`config.mk`:
```
export PLATFORM = sky130hd
export DESIGN_NAME = sys_in_skew
export DESIGN_NICKNAME = d
export VERILOG_FILES = /design/src/rtl/sys_pkg.sv /design/src/rtl/sys_in_skew.sv
export SDC_FILE = /design/constraint.sdc
export NUM_CORES = 1
export LEC_CHECK = 0
export BUFFER_PORTS_ARGS = -buffer_cell sky130_fd_sc_hd__buf_2
export CELL_PAD_IN_SITES_DETAIL_PLACEMENT = 0
export CELL_PAD_IN_SITES_GLOBAL_PLACEMENT = 1
export CORE_MARGIN = 2
export CORE_UTILIZATION = 52
export CTS_CLUSTER_SIZE = 30
export DETAILED_ROUTE_END_ITERATION = 8
export PLACE_DENSITY = 0.89
export SLEW_MARGIN = 25
export SYNTH_ARGS = -nofsm -noshare
export SYNTH_HDL_FRONTEND = slang
export SYNTH_SLANG_ARGS = --single-unit
```
`constraint.sdc`:
```
create_clock -name CLK -period 7.65 [get_ports CLK]
set_input_delay 1.53 -clock CLK [delete_from_list [all_inputs] [get_ports CLK]]
set_output_delay 1.53 -clock CLK [all_outputs]
set_load 0.05 [all_outputs]
```
`src/rtl/sys_pkg.sv`:
```
// sys_pkg: shared operand types and feed-state encoding for the systolic matmul datapath
package sys_pkg;
    localparam int DATA_W = 8;
    localparam int ACC_W = 16;
    typedef logic [DATA_W-1:0] data_t;
    typedef enum logic {LOAD, FEED} feed_state_t;
endpackage

```
`src/rtl/sys_in_skew.sv`:
```
// sys_in_skew: buffers one A/B matrix pair from a serial beat stream and replays it as zero-padded skewed wavefronts
// Ports: CLK/rst (sync, active-high); in_vld/in_rdy/a_in/b_in load handshake (beat n -> A[n%M][n/M], B[n/M][n%M]);
//        arr_vld/arr_rdy wavefront handshake; arr_a row lanes, arr_b column lanes; arr_first/arr_last mark t=0 and t=3M-3.
module sys_in_skew #(
    parameter int M = 3,
    parameter int DATA_W = sys_pkg::DATA_W
) (
    input  logic                CLK,
    input  logic                rst,
    input  logic                in_vld,
    output logic                in_rdy,
    input  logic [DATA_W-1:0]   a_in,
    input  logic [DATA_W-1:0]   b_in,
    output logic                arr_vld,
    input  logic                arr_rdy,
    output logic [M*DATA_W-1:0] arr_a,
    output logic [M*DATA_W-1:0] arr_b,
    output logic                arr_first,
    output logic                arr_last
);
    import sys_pkg::*;
    localparam int NW = (M * M > 1) ? $clog2(M * M) : 1;
    localparam int TW = (3 * M - 2 > 1) ? $clog2(3 * M - 2) : 1;
    localparam int KW = (M > 1) ? $clog2(M) : 1;
    feed_state_t state;
    logic [NW-1:0] n;
    logic [KW-1:0] ii, kk;
    logic [TW-1:0] t;
    logic [DATA_W-1:0] a_buf [M][M];
    logic [DATA_W-1:0] b_buf [M][M];
    logic load_fire, feed_fire, n_last, t_last;
    assign load_fire = (state == LOAD) && in_vld;
    assign feed_fire = (state == FEED) && arr_rdy;
    assign n_last = n == NW'(M * M - 1);
    assign t_last = t == TW'(3 * M - 3);
    // ii/kk track n%M and n/M incrementally so no divider is needed
    always_ff @(posedge CLK) begin
        if (load_fire) begin
            a_buf[ii][kk] <= a_in;
            b_buf[kk][ii] <= b_in;
        end
    end
    always_ff @(posedge CLK) begin
        if (rst) begin
            state <= LOAD;
            n <= '0;
            ii <= '0;
            kk <= '0;
            t <= '0;
        end else if (load_fire) begin
            n <= n_last ? '0 : n + 1'b1;
            ii <= (ii == KW'(M - 1)) ? '0 : ii + 1'b1;
            kk <= n_last ? '0 : (ii == KW'(M - 1)) ? kk + 1'b1 : kk;
            t <= '0;
            state <= n_last ? FEED : LOAD;
        end else if (feed_fire) begin
            t <= t_last ? '0 : t + 1'b1;
            state <= t_last ? LOAD : FEED;
        end
    end
    assign in_rdy = state == LOAD;
    assign arr_vld = state == FEED;
    assign arr_first = arr_vld && (t == '0);
    assign arr_last = arr_vld && t_last;
    // lane i carries element index t-i while it lies inside the matrix, zero in the skew triangles
    for (genvar i = 0; i < M; i++) begin : g_lane
        logic [KW-1:0] idx;
        logic hit;
        assign idx = KW'(t - TW'(i));
        assign hit = arr_vld && (t >= TW'(i)) && (t < TW'(i + M));
        assign arr_a[DATA_W*i +: DATA_W] = hit ? a_buf[i][idx] : '0;
        assign arr_b[DATA_W*i +: DATA_W] = hit ? b_buf[idx][i] : '0;
    end
endmodule

```
# Word level (Yosys, flattened, before mapping)
# Memory sizes are Yosys's and may differ from the RTL's. A register that Yosys moved wholly into a read port is not among the register bits.
# Index checks and enable logic that the tools add are counted.
[op_classes] eq_ne=3 n_addsub=6 n_lt_le_gt_ge=13 n_reduce_logical=17 muxes=33 n_bitwise=6
[ops] operator="$mux 8" count=14
[ops] operator="$bmux 8 s2" count=3
[ops] operator="$mux 24" count=2
[ops] operator="$demux 8 s2" count=2
[ops] operator="$ge 3x3->1 const B" count=5
[ops] operator="$not 2->3" count=5
[ops] operator="$logic_and 1x1->1" count=12
[ops] operator="$mux 2" count=5
[ops] operator="$ge 3x1->1 const B" count=2
[ops] operator="$lt 3x1->1 const B" count=2
[ops] operator="$lt 3x3->1 const B" count=2
[ops] operator="$mux 1" count=5
[ops] operator="$add 2x1->2 const B" count=2
[ops] operator="$add 4x1->4 const B" count=1
[ops] operator="$eq 4x4->1 const B" count=1
[ops] operator="$mux 4" count=1
[ops] operator="$reduce_bool 2->1" count=2
[ops] operator="$add 3x1->3 const B" count=1
[ops] operator="$eq 3x3->1 const B" count=1
[ops] operator="$ge 3x2->1 const B" count=1
[ops] operator="$logic_not 3->1" count=1
[ops] operator="$lt 3x2->1 const B" count=1
[ops] operator="$mux 3" count=1
[ops] operator="$eq 2x2->1 const B" count=1
[ops] operator="5 further kinds" count=5
[totals] ff_bits=12 mem_bits_rw=144 elab_cells=85 out_inout_bits=52 n_memories=2 in_bits=20
[memory_table] memory="a_buf" depth=3 word_bits=24 read_ports=3 rd_clocked_by_memory_dff=0 wr=1 line_no="sys_in_skew.sv:29" source="logic [DATA_W-1:0] a_buf [M][M];"
[memory_table] memory="b_buf" depth=3 word_bits=24 read_ports=3 rd_clocked_by_memory_dff=1 wr=1 line_no="sys_in_skew.sv:30" source="logic [DATA_W-1:0] b_buf [M][M];"

# Longest topological paths before layout
[logic_depth] ltp_word=6 ltp_mapped=8 ltp_nobuf=5

# Worst setup path before layout
# OpenSTA, ideal clock, no wires.
[synth_timing] kind="reg2out" startpoint="register t[0]" endpoint="output arr_b[11]" path_buffers=4 path_stages_with_launch=8 t_required_ps=6120 slack_ps=3333 arrival_ps=2787 path_cell_list="dfxtp_1 -> inv_2 -> buf_1 -> ha_1 -> buf_2 -> buf_2 -> buf_2 -> a211oi_1"
[synth_between] elab_chain_len=4 word_cells_on_any_way=7 classes_between="add/sub: 1; order compare: 2; mux: 1; reduce/logical: 2; memory: 1"
[synth_lines] item="start, declared" line_no="sys_in_skew.sv:28" source="logic [TW-1:0] t;"
[synth_lines] item="start signal, assigned" line_no="sys_in_skew.sv:57" source="t <= t_last ? '0 : t + 1'b1;"
[synth_lines] item="branches (longest 3 deep; another with $mem_v2 3x24)"
[synth_lines] item="$mux 8 *" line_no="sys_in_skew.sv:72" source="assign arr_b[DATA_W*i +: DATA_W] = hit ? b_buf[idx][i] : '0;"
[synth_lines] item="end, declared" line_no="sys_in_skew.sv:17" source="output logic [M*DATA_W-1:0] arr_b,"
# Every way passes the cells marked *.

# Final worst setup path
[layout_timing] startpoint="register t[1]" endpoint="output arr_a[8]"
[layout_between] elab_chain_len=6 word_cells_on_any_way=10 classes_between="add/sub: 1; order compare: 2; mux: 4; bitwise: 1; reduce/logical: 2"
[layout_lines] item="$sub 2x1->2" line_no="sys_in_skew.sv:69" source="assign idx = KW'(t - TW'(i));"
[layout_lines] item="$not 2->3 (implied by the code)" line_no="sys_in_skew.sv:71" source="assign arr_a[DATA_W*i +: DATA_W] = hit ? a_buf[i][idx] : '0;"
[layout_lines] item="$bmux 8 s2" line_no="sys_in_skew.sv:71"
[layout_lines] item="$mux 8 (implied by the code) (2 in series)" line_no="sys_in_skew.sv:71"
[layout_lines] item="$mux 8 *" line_no="sys_in_skew.sv:71"
[layout_lines] item="end, declared" line_no="sys_in_skew.sv:16" source="output logic [M*DATA_W-1:0] arr_a,"
# Every way passes the cells marked *; elsewhere a longest branch is shown, timed or not. The select of a mux whose other input is x is not followed.

==> flow_metrics.tcl <==
set metrics [dict create \
    async_flop_share 0 \
    ys_seq_elements 158 \
    netlist_area_sq_um 6490 \
    endpoint_kind "output pin" \
    synth-simple-area-share 0.0848 \
    gp_congestion 0.784 \
    areaGrowthSynthToFinish_pct 16.1 \
    clkPwrFrac 0.454 \
    dr.pass1.iters 4 \
    swShare 0.187 \
    h-tree-depth 4 \
    rsz0062_at_grt "false" \
    grt_max_degree 41 \
    crit_path_cell_trace "buf_4, inv_1, ha_1, nor2b_1, a22oi_1, nor2_1, buf_2" \
    timing.fmax_ghz 0.206 \
    clkTransAtPathRegs_ns 0.06 \
    grt_pass1_wl_mm 18.7 \
    peakVddDrop_mv 0.154 \
    yosys-top-cells-count "edfxtp_1, nor2_1, mux2_2" \
    path_class "flip-flop to output pin" \
    yosys_warnings 0 \
    synthXorXnorAreaFrac 0 \
    powerDensity_nw_per_um2 245 \
    ctsResizeCount 0 \
    slew_viol_final 0 \
    critPathLaunchType "flip-flop" \
    status "finished clean" \
    pwr-share-comb 0.025 \
    routedWlPerCell_um 18.2 \
    hold_buffers 0 \
    drc 0 \
    synth.avg_cell_area_sq_um 15.3 \
    relSlewSlack 0.430 \
    cp_slowest_cell "ha_1" \
    tritoncts "yes" \
    fin_tns_setup_ns 0 \
    synth_top_area_frac 0.666 \
    coreArea_sq_um 12100 \
    worst-slew-pin-transition_ns 0.855 \
    drt_iter0_drc 224 \
    ant_nets 0 \
    postRouteWirelength_mm 12.3 \
    drive_above_1_share 0.289 \
    netlist_instances 424 \
    synthAdderAreaFrac 0.0174 \
    n_antenna_cell 0 \
    synthMuxAreaShare 0.0925 \
    clock_path_buffers 2 \
    yosysMostFrequentCell "edfxtp_1" \
    final-hold-violation-count 0 \
    synth_top_family_by_area "multiplexers" \
    io_pins 72 \
    post-route-period-util 0.635 \
    crit_path_max_fanout 40 \
    power.internal_mw 1.50 \
    nNetsFinal 522 \
    syn-num-nets 453 \
    synth-seq-area-share 0.709 \
    dp_hpwl_mm 8.00 \
    antenna_found_initial 0 \
    routed_via_density 5.42 \
    fin_worst_skew_ns 0.00942 \
    max_stage_delay_ns 0.88 \
    chipHeight_um 116 \
    clockRootBuffer "clkbuf_16" \
    p_sw_uw 344 \
    ys_dominant_reg_cell "edfxtp_1" \
    cp.required_ns 6.12 \
    post_cts_buffers 0 \
    p_total_mw 1.85 \
    dieArea_sq_um 13400 \
    p_seq_frac 0.521 \
    grt_pass1_vias 3705 \
    rows 40 \
    hold_class "flip-flop to flip-flop" \
    synth_area_leaders "edfxtp_1, mux2_2, dfxtp_1" \
    p_leak_nw 2.63 \
    die_x_um 116 \
    start_util 0.536 \
    cap_violations 0 \
    numCtsBuffers 17 \
    finalSetupViolCount 0 \
    yosysTopAreaCell "edfxtp_1" \
    synth_compound_area_frac 0.0688 \
    io_buffer_count 71 \
    grtUsageTotal 0.192 \
    vias 3652 \
    insertion_delay_ns 0.41 \
    synth_edf_count 144 \
    numClockSinks 158 \
    cp.arrival_ns 3.33 \
    post-route-min-period_ns 4.86 \
    grt_remaining_overflow 0 \
    synth_cell_type_count 42 \
]
## per-stage QoR
stage                     instance area, sq um  std cells  hold WS [ns]  utilization  setup WS [ns]
after CTS                                 7530        674         0.494        0.622           2.72
final                                     7530        674         0.496        0.622           2.79
after global routing                      7530        674         0.521        0.622           2.42
after floorplan                           6490        424         0.466            -           3.33
after global placement                    6930        642         0.477        0.572           3.28
after detailed placement                  6930        642         0.486        0.572           3.17
## power groups by stage
| stage | clock, mW | combinational (mW) | sequential (mW) |
|---|---|---|---|
| floorplan | 0 | 0.0216 | 0.979 |
| global placement | 0 | 0.0432 | 0.979 |
| detailed placement | 0 | 0.0456 | 0.980 |
| CTS | 0.845 | 0.0459 | 0.962 |
| global route | 0.889 | 0.0505 | 0.962 |
| finish | 0.838 | 0.0456 | 0.962 |
## cells in the final DEF (no fill, tap or decap), types with 2 or more instances in the layout
cell	Yosys	routed
bufinv_16	0	3
buf_4	3	2
nand3_1	4	4
a21oi_1	13	13
edfxtp_1	144	144
and2_1	20	20
o21ai_2	2	2
a22oi_1	16	16
mux2i_1	24	24
o21ai_0	2	2
nor2_1	45	45
mux2_2	32	32
o41ai_1	2	2
a31oi_1	2	2
dfxtp_1	14	14
a211oi_2	4	4
clkbuf_16	0	17
clkinvlp_4	0	4
nand4b_1	3	3
buf_2	11	71
nor2b_1	6	6
a211oi_1	14	14
nand2b_1	2	2
ha_1	9	9
clkbuf_1	3	3
inv_1	7	7
clkinv_2	0	2
nand2_1	22	22
clkbuf_8	1	2
## state kept, by name (all words and copies together), names as in the netlist, named ones only
name and flops:
a_buf 72, arr_vld 1, b_buf 72, ii 2, kk 2, n 4
t 3
## worst paths after layout
check,slack (ns),from,end,cells after the start
setup / recovery,2.79,t[1],arr_a[8],7
hold / removal,0.50,n[1],n[1],2
setup reg to reg,5.62,arr_vld,b_buf[2][0],2
hold reg to reg,0.50,n[1],n[1],2
## layer usage
| layer | track usage | part of all wire | vias up |
|---|---|---|---|
| met1 | 0.249 | 0.42 | 1805 |
| met5 | 0 | 0 | - |
| met4 | 0.0825 | 0.015 | 0 |
| met2 | 0.310 | 0.51 | 98 |
| li1 | - | - | 1734 |
| met3 | 0.0486 | 0.055 | 15 |
## critical path, delay by kind of cell, from the launching register on
kind            cells  cell delay [ns]
compound gates      1             0.18
fa+ha+maj           1             0.88
buf+inv             3             0.87
flops               1             0.30
simple gates        2             0.66
## kinds of logic (layout without fill, tap and decap cells)
group                    Yosys count  count (layout)
multiplexers                      56              56
adder cells (fa/ha/maj)            9               9
flip-flops                       158             158
AND/OR/NAND/NOR                  111             111
buffers and inverters             31             113
AO/OA/AOI/OAI                     59              59
## cell type report
class / count / area, sq um
fillers: 910 / 4580
multi-input cells: 235 / 1720
well taps: 168 / 210
repair buffers: 73 / 370
clock buffers: 22 / 464
clock inverters: 10 / 139
inverters: 8 / 30.0
flip-flops and latches: 158 / 4600
No activity file was read; power rests on OpenSTA's default activity.
